## src/rtl/cpu_pkg.sv

```systemverilog
// Shared encodings for the 8-bit accumulator CPU: opcodes, sequencer states
// and the opcode classification used by the sequencing controller.
package cpu_pkg;

    typedef enum logic [2:0] {
        HLT = 3'd0,
        SKZ = 3'd1,
        ADD = 3'd2,
        AND = 3'd3,
        XOR = 3'd4,
        LDA = 3'd5,
        STO = 3'd6,
        JMP = 3'd7
    } opcode_t;

    typedef enum logic [3:0] {
        INST_ADDR  = 4'd0,
        INST_FETCH = 4'd1,
        INST_LOAD  = 4'd2,
        IDLE       = 4'd3,
        OP_ADDR    = 4'd4,
        OP_FETCH   = 4'd5,
        ALU_OP     = 4'd6,
        STORE      = 4'd7,
        HALT       = 4'd8
    } state_t;

    localparam int unsigned PHASE_W    = 3;
    localparam logic [2:0]  HALT_PHASE = 3'b111;

    // Opcodes that read an operand from memory into the accumulator.
    function automatic logic is_aluop(input opcode_t op);
        return (op == ADD) || (op == AND) || (op == XOR) || (op == LDA);
    endfunction

endpackage

```

## src/rtl/seq_ctrl.sv

```systemverilog
// Instruction-sequencing controller: 8-phase fetch/execute state machine with
// combinational decode of (state, opcode, zero) into datapath strobes.
module seq_ctrl
    import cpu_pkg::*;
(
    input  logic               clk,
    input  logic               rst_,
    input  opcode_t            opcode,
    input  logic               zero,
    output logic               sel,
    output logic               mem_rd,
    output logic               mem_wr,
    output logic               load_ir,
    output logic               load_ac,
    output logic               load_pc,
    output logic               inc_pc,
    output logic               data_e,
    output logic               halt,
    output logic [PHASE_W-1:0] phase
);

    state_t r_state;
    state_t w_next;
    logic   w_aluop;

    assign w_aluop = is_aluop(opcode);

    always_ff @(posedge clk or negedge rst_) begin
        if (!rst_) begin
            r_state <= INST_ADDR;
        end else begin
            r_state <= w_next;
        end
    end

    // Next state and strobe decode.
    always_comb begin
        w_next  = INST_ADDR;
        sel     = 1'b0;
        mem_rd  = 1'b0;
        mem_wr  = 1'b0;
        load_ir = 1'b0;
        load_ac = 1'b0;
        load_pc = 1'b0;
        inc_pc  = 1'b0;
        data_e  = 1'b0;
        halt    = 1'b0;
        phase   = r_state[PHASE_W-1:0];

        unique case (r_state)
            INST_ADDR: begin
                sel    = 1'b1;
                w_next = INST_FETCH;
            end
            INST_FETCH: begin
                sel    = 1'b1;
                mem_rd = 1'b1;
                w_next = INST_LOAD;
            end
            INST_LOAD: begin
                sel     = 1'b1;
                mem_rd  = 1'b1;
                load_ir = 1'b1;
                w_next  = IDLE;
            end
            IDLE: begin
                sel     = 1'b1;
                mem_rd  = 1'b1;
                load_ir = 1'b1;
                w_next  = OP_ADDR;
            end
            OP_ADDR: begin
                inc_pc = (opcode != HLT);
                halt   = (opcode == HLT);
                w_next = (opcode == HLT) ? HALT : OP_FETCH;
            end
            OP_FETCH: begin
                mem_rd = w_aluop;
                w_next = ALU_OP;
            end
            ALU_OP: begin
                mem_rd  = w_aluop;
                load_ac = w_aluop;
                inc_pc  = (opcode == SKZ) && zero;
                load_pc = (opcode == JMP);
                data_e  = (opcode == STO);
                w_next  = STORE;
            end
            STORE: begin
                mem_rd  = w_aluop;
                load_ac = w_aluop;
                load_pc = (opcode == JMP);
                inc_pc  = (opcode == JMP);
                mem_wr  = (opcode == STO);
                data_e  = (opcode == STO);
                w_next  = INST_ADDR;
            end
            HALT: begin
                halt   = 1'b1;
                phase  = HALT_PHASE;
                w_next = HALT;
            end
            default: begin
                sel    = 1'b1;
                phase  = '0;
                w_next = INST_ADDR;
            end
        endcase
    end

    a_rd_wr_excl: assert property (@(posedge clk) disable iff (!rst_) !(mem_rd && mem_wr));

endmodule

```

## config.mk

```make
export PLATFORM = sky130hd
export DESIGN_NAME = seq_ctrl
export DESIGN_NICKNAME = d
export VERILOG_FILES = /design/src/rtl/cpu_pkg.sv /design/src/rtl/seq_ctrl.sv
export SDC_FILE = /design/constraint.sdc
export NUM_CORES = 1
export LEC_CHECK = 0
export ABC_AREA = 1
export CAP_MARGIN = 20
export CORE_AREA = 4 4 41 43
export CTS_BUF_LIST = sky130_fd_sc_hd__clkbuf_2
export CTS_CLUSTER_DIAMETER = 30
export DETAILED_ROUTE_END_ITERATION = 7
export DIE_AREA = 0 0 45 47
export DONT_BUFFER_PORTS = 1
export SETUP_SLACK_MARGIN = 0.02
export SLEW_MARGIN = 5
export SYNTH_ARGS = -nofsm -noshare
export SYNTH_HDL_FRONTEND = slang
export SYNTH_SLANG_ARGS = --single-unit
```

## constraint.sdc

```tcl
create_clock -name clk -period 1.1 [get_ports clk]
set_clock_uncertainty 0.05 [all_clocks]
set_input_delay 0 -clock clk [delete_from_list [all_inputs] [get_ports clk]]
set_output_delay 0 -clock clk [all_outputs]
set_load 0.1 [all_outputs]
```

# == Word level (Yosys, flattened, before mapping) ==
# Index checks and enable logic that the tools add are counted.
# op_classes
n_eq_ne,15
n_mux,12
reduce_logical,13
# ops
operator,count
4-bit case mux with 8 select lines,1
4-bit by 3-bit == test with 1-bit output (second input constant),4
3-bit == test (second input constant),4
4-bit by 2-bit == test with 1-bit output (second input constant),2
8-bit OR reduction,1
3-bit by 2-bit == test with 1-bit output (second input constant),2
1-bit two-way mux,6
3-bit case mux with 2 select lines,1
3-bit OR reduction,2
5-bit OR reduction,1
4-bit by 1-bit == test with 1-bit output (second input constant),1
4-bit == test (second input constant),1
4-bit logical NOT,1
4-bit two-way mux,1
1-bit case mux with 2 select lines,2
2-bit OR reduction,2
3-bit by 1-bit == test with 1-bit output (second input constant),1
3-bit logical NOT,1
1-bit logical OR,3
1-bit case mux with 3 select lines,1
3-bit nonzero test,1
1-bit logical AND,1
# word_totals
reg_bits,4
inputBits,6
output_inout_bits,12
elab_cells,41

# == Depth between registers and ports, before layout ==
# depth
word_depth,5
depth_mapped,5
depth_no_buf,5

# == Least setup slack after synthesis ==
# OpenSTA, ideal clock, no wires.
# synth_path
path_type,register to output
start,register r_state[3]
end,output port halt
t_arrival_ns,2.755
required_time_ns,1.050
setup_slack_ns,-1.705
stages_incl_launch_ff,6
path_buffers,0
cell_sequence,dfrtp_1 inv_2 nand2_2 inv_2 nand2_1 o21ai_0
# synth_between
elab_chain_len,2
word_cells_on_any_way,3
cone_classes,2 x eq/ne; 1 x mux
# synth_lines
item,line_no,rtl
from (decl),seq_ctrl.sv:22,state_t r_state;
from (signal assigned),seq_ctrl.sv:32,r_state <= w_next;
4-bit == test or 4-bit by 3-bit == test with 1-bit output (tied branches),seq_ctrl.sv:50,unique case (r_state)
1-bit case mux with 2 select lines *,seq_ctrl.sv:50,
to (decl),seq_ctrl.sv:18,"output logic halt,"
# Every way passes the cells marked *; elsewhere a longest branch is shown, timed or not.

# == Worst setup path in the final report ==
# layout_path
start,register r_state[0]
end,output port halt
# The elaborated chain is that of the path after synthesis.

==> impl_metrics.toml <==
[status]
status = "finished with violations"
violations = "setup timing"

[synth]
yosysSeqAreaShare = 0.3101
synth_fp_nets = 60
synth_commonest_cells = "14 x nand2_1, 8 x inv_1, 8 x nand3_1, 8 x nor2_1, 5 x o21ai_0"
synth_warnings = 0
synth-edff-count = 0
yosysTopAreaCell = "dfrtp_1"
synth.top_cell.area_share = 0.3101
syn_area_sq_um = 322.8
synth_area_leaders = "dfrtp_1 31%, nand2_1 16%, nand3_1 12%"
avgSynthCellArea_sq_um = 5.978
async_flop_share = 1.000
yosys_register_bits = 4
ys.flop_type = "dfrtp_1"
yosysMostFrequentCell = "nand2_1"
synthCells = 54
ys_types = 12

[floorplanning]
core_area_sq_mm = 0.001301
num_io_pins = 18
fp.dieArea_sq_mm = 0.002115
die_h_microns = 47
die_w_microns = 45
initial_core_util = 0.2481
rows = 13

[setup_path]
critical_path.max_fanout = 4
worstSetupEndpointType = "output pin"
critical_path.top_delay_family = "flip-flops"
crit_required_ns = 1.05
startpoint_type = "flop"
cp_num_buf_inv = 2
max_stage_delay_ns = 0.43
critical_path_class = "flop to output pin"
crit_path_cell_trace = "nor2_4 -> buf_6 -> nand2_4 -> o21ai_4 -> buf_12"
arrival_ns = 1.34
crit_slowest_cell = "dfrtp_2"

[sta]
worst_slew_pin_slew_ns = 0.3290
rsz0062_at_grt = "yes"
finalMaxSlewViolations = 0
hold_viol = 0
finalCriticalPeriod_ns = 1.391
max_freq_ghz = 0.7189
slew_headroom = 0.7807
period_share = 1.265
setup_viol = 16
finalWorstSetupSlack_ns = -0.2911

[global_routing]
grt_max_degree = 6
grt-ovfl-total = 0
track_usage = 0.1427
grt_pass1_wl_microns = 2187
antenna_found_initial = 0
grt_pass1_vias = 554

[placement]
dpl.cell_count = 93
gp_congestion = 0.8085
dp_hpwl_microns = 933.8
io_buffers = 0

[cts]
clk_latency_ns = 0.21
clkTransAtPathRegs_ns = 0.04
cts-buffers-inserted = 3
cts_tree = "yes"
clkSinkCount = 4
cts_buffer_depth = 2
htreeDepth = 1
clockRootBuffer = "clkbuf_2"

[finish]
regArea_sq_um = 103.9
final.fill_count = 92
stdcell_count = 106
antenna_cells = 0
area_growth_pct = 193.4
largest-register = "r_state"
fin_nets = 98
largest_reg_flops = 4
multiInputGateArea_sq_um = 340.3
drive_above_1_share = 0.6703
top_regs = "r_state: 4 flops"

[detailed_routing]
vias = 488
postRouteAntennaNets = 0
dr.pass1.iters = 3
drc = 0
first_iter_violations = 4
wl_per_cell_microns = 12.58
drt_wl_total_microns = 1334
post_drt_via_cell_ratio = 4.604

[flow_run]
drv_cap = 0

[min_path]
hold_class = "primary input to flop"
## cells in the final DEF (no fill, tap or decap), types with 2 or more instances in the layout
cell type / instances
buf_6: 6
nor2_4: 4
nor3_4: 2
dlygate4sd3_1: 2
o21ai_0: 2
nand3_4: 3
clkbuf_2: 4
buf_4: 14
dfrtp_2: 3
buf_12: 11
nand2_1: 9
inv_1: 6
nand2_4: 4
nand3_1: 4
nor2_1: 5
## path summary, 6_finish.rpt
check                           start  depth (start not counted)  slack, ns          to
max reg2reg                r_state[0]                          6      -0.18  r_state[0]
max                        r_state[0]                          5      -0.29        halt
max in group asynchronous        rst_                          2       0.26  r_state[0]
min                         opcode[1]                          3       0.20  r_state[3]
min reg2reg                r_state[0]                          1       0.48  r_state[0]
min in group asynchronous        rst_                          2       0.55  r_state[2]
## kinds of logic (layout without fill, tap and decap cells)
group / count (synthesis) / after routing / share of synthesized area
AO/OA/AOI/OAI: 6 / 6 / 0.09300
buffers and inverters: 10 / 47 / 0.1163
AND/OR/NAND/NOR: 34 / 34 / 0.4806
flip-flops: 4 / 4 / 0.3101
## area by class of cell
| class | count | area share |
|---|---|---|
| repair buffers | 33 | 0.4359 |
| clock buffers | 4 | 0.02114 |
| flip-flops and latches | 4 | 0.1096 |
| multi-input cells | 40 | 0.3593 |
| inverters | 10 | 0.05416 |
| well taps | 15 | 0.01982 |
## through the flow
step / util / TNS [ns] / hold WS (ns) / cell area, sq um / setup slack (ns)
after floorplan: - / -3.236 / -0.3456 / 421.7 / -0.4834
after global placement: 0.5731 / -0.2180 / -0.3455 / 745.7 / -0.05786
after detailed placement: 0.5731 / -0.4438 / -0.3455 / 745.7 / -0.09630
after CTS: 0.6894 / -2.905 / 0.1953 / 897.1 / -0.3139
after global routing: 0.7279 / -4.006 / 0.2282 / 947.2 / -0.3684
final: 0.7279 / -2.990 / 0.2025 / 947.2 / -0.2911
## worst register-to-register path, delay by kind of cell (launching register included)
| kind | cells | cell delay, ns |
|---|---|---|
| AO/OA/AOI/OAI | 1 | 0.07 |
| AND/OR/NAND/NOR | 2 | 0.27 |
| buffers and inverters | 3 | 0.38 |
| flip-flops | 1 | 0.43 |
## repair_timing
item	CTS	global route
gates cloned	0	0
pin swaps	7	4
gates resized for setup	17	12
hold buffers	2	0
setup endpoints to repair	15	16
buffers inserted	5	3
hold endpoints to repair	4	0
## per-layer routing
layer / global-route usage / routed length, microns / vias to the layer above
met4: 0.08772 / 23 / 0
met1: 0.1471 / 506 / 222
met5: 0 / 0 / -
li1: - / - / 245
met2: 0.2514 / 713 / 19
met3: 0.04598 / 91 / 2
Power is not shown: default switching activity piles up to over one toggle a cycle in this logic, so the estimate is an artifact.
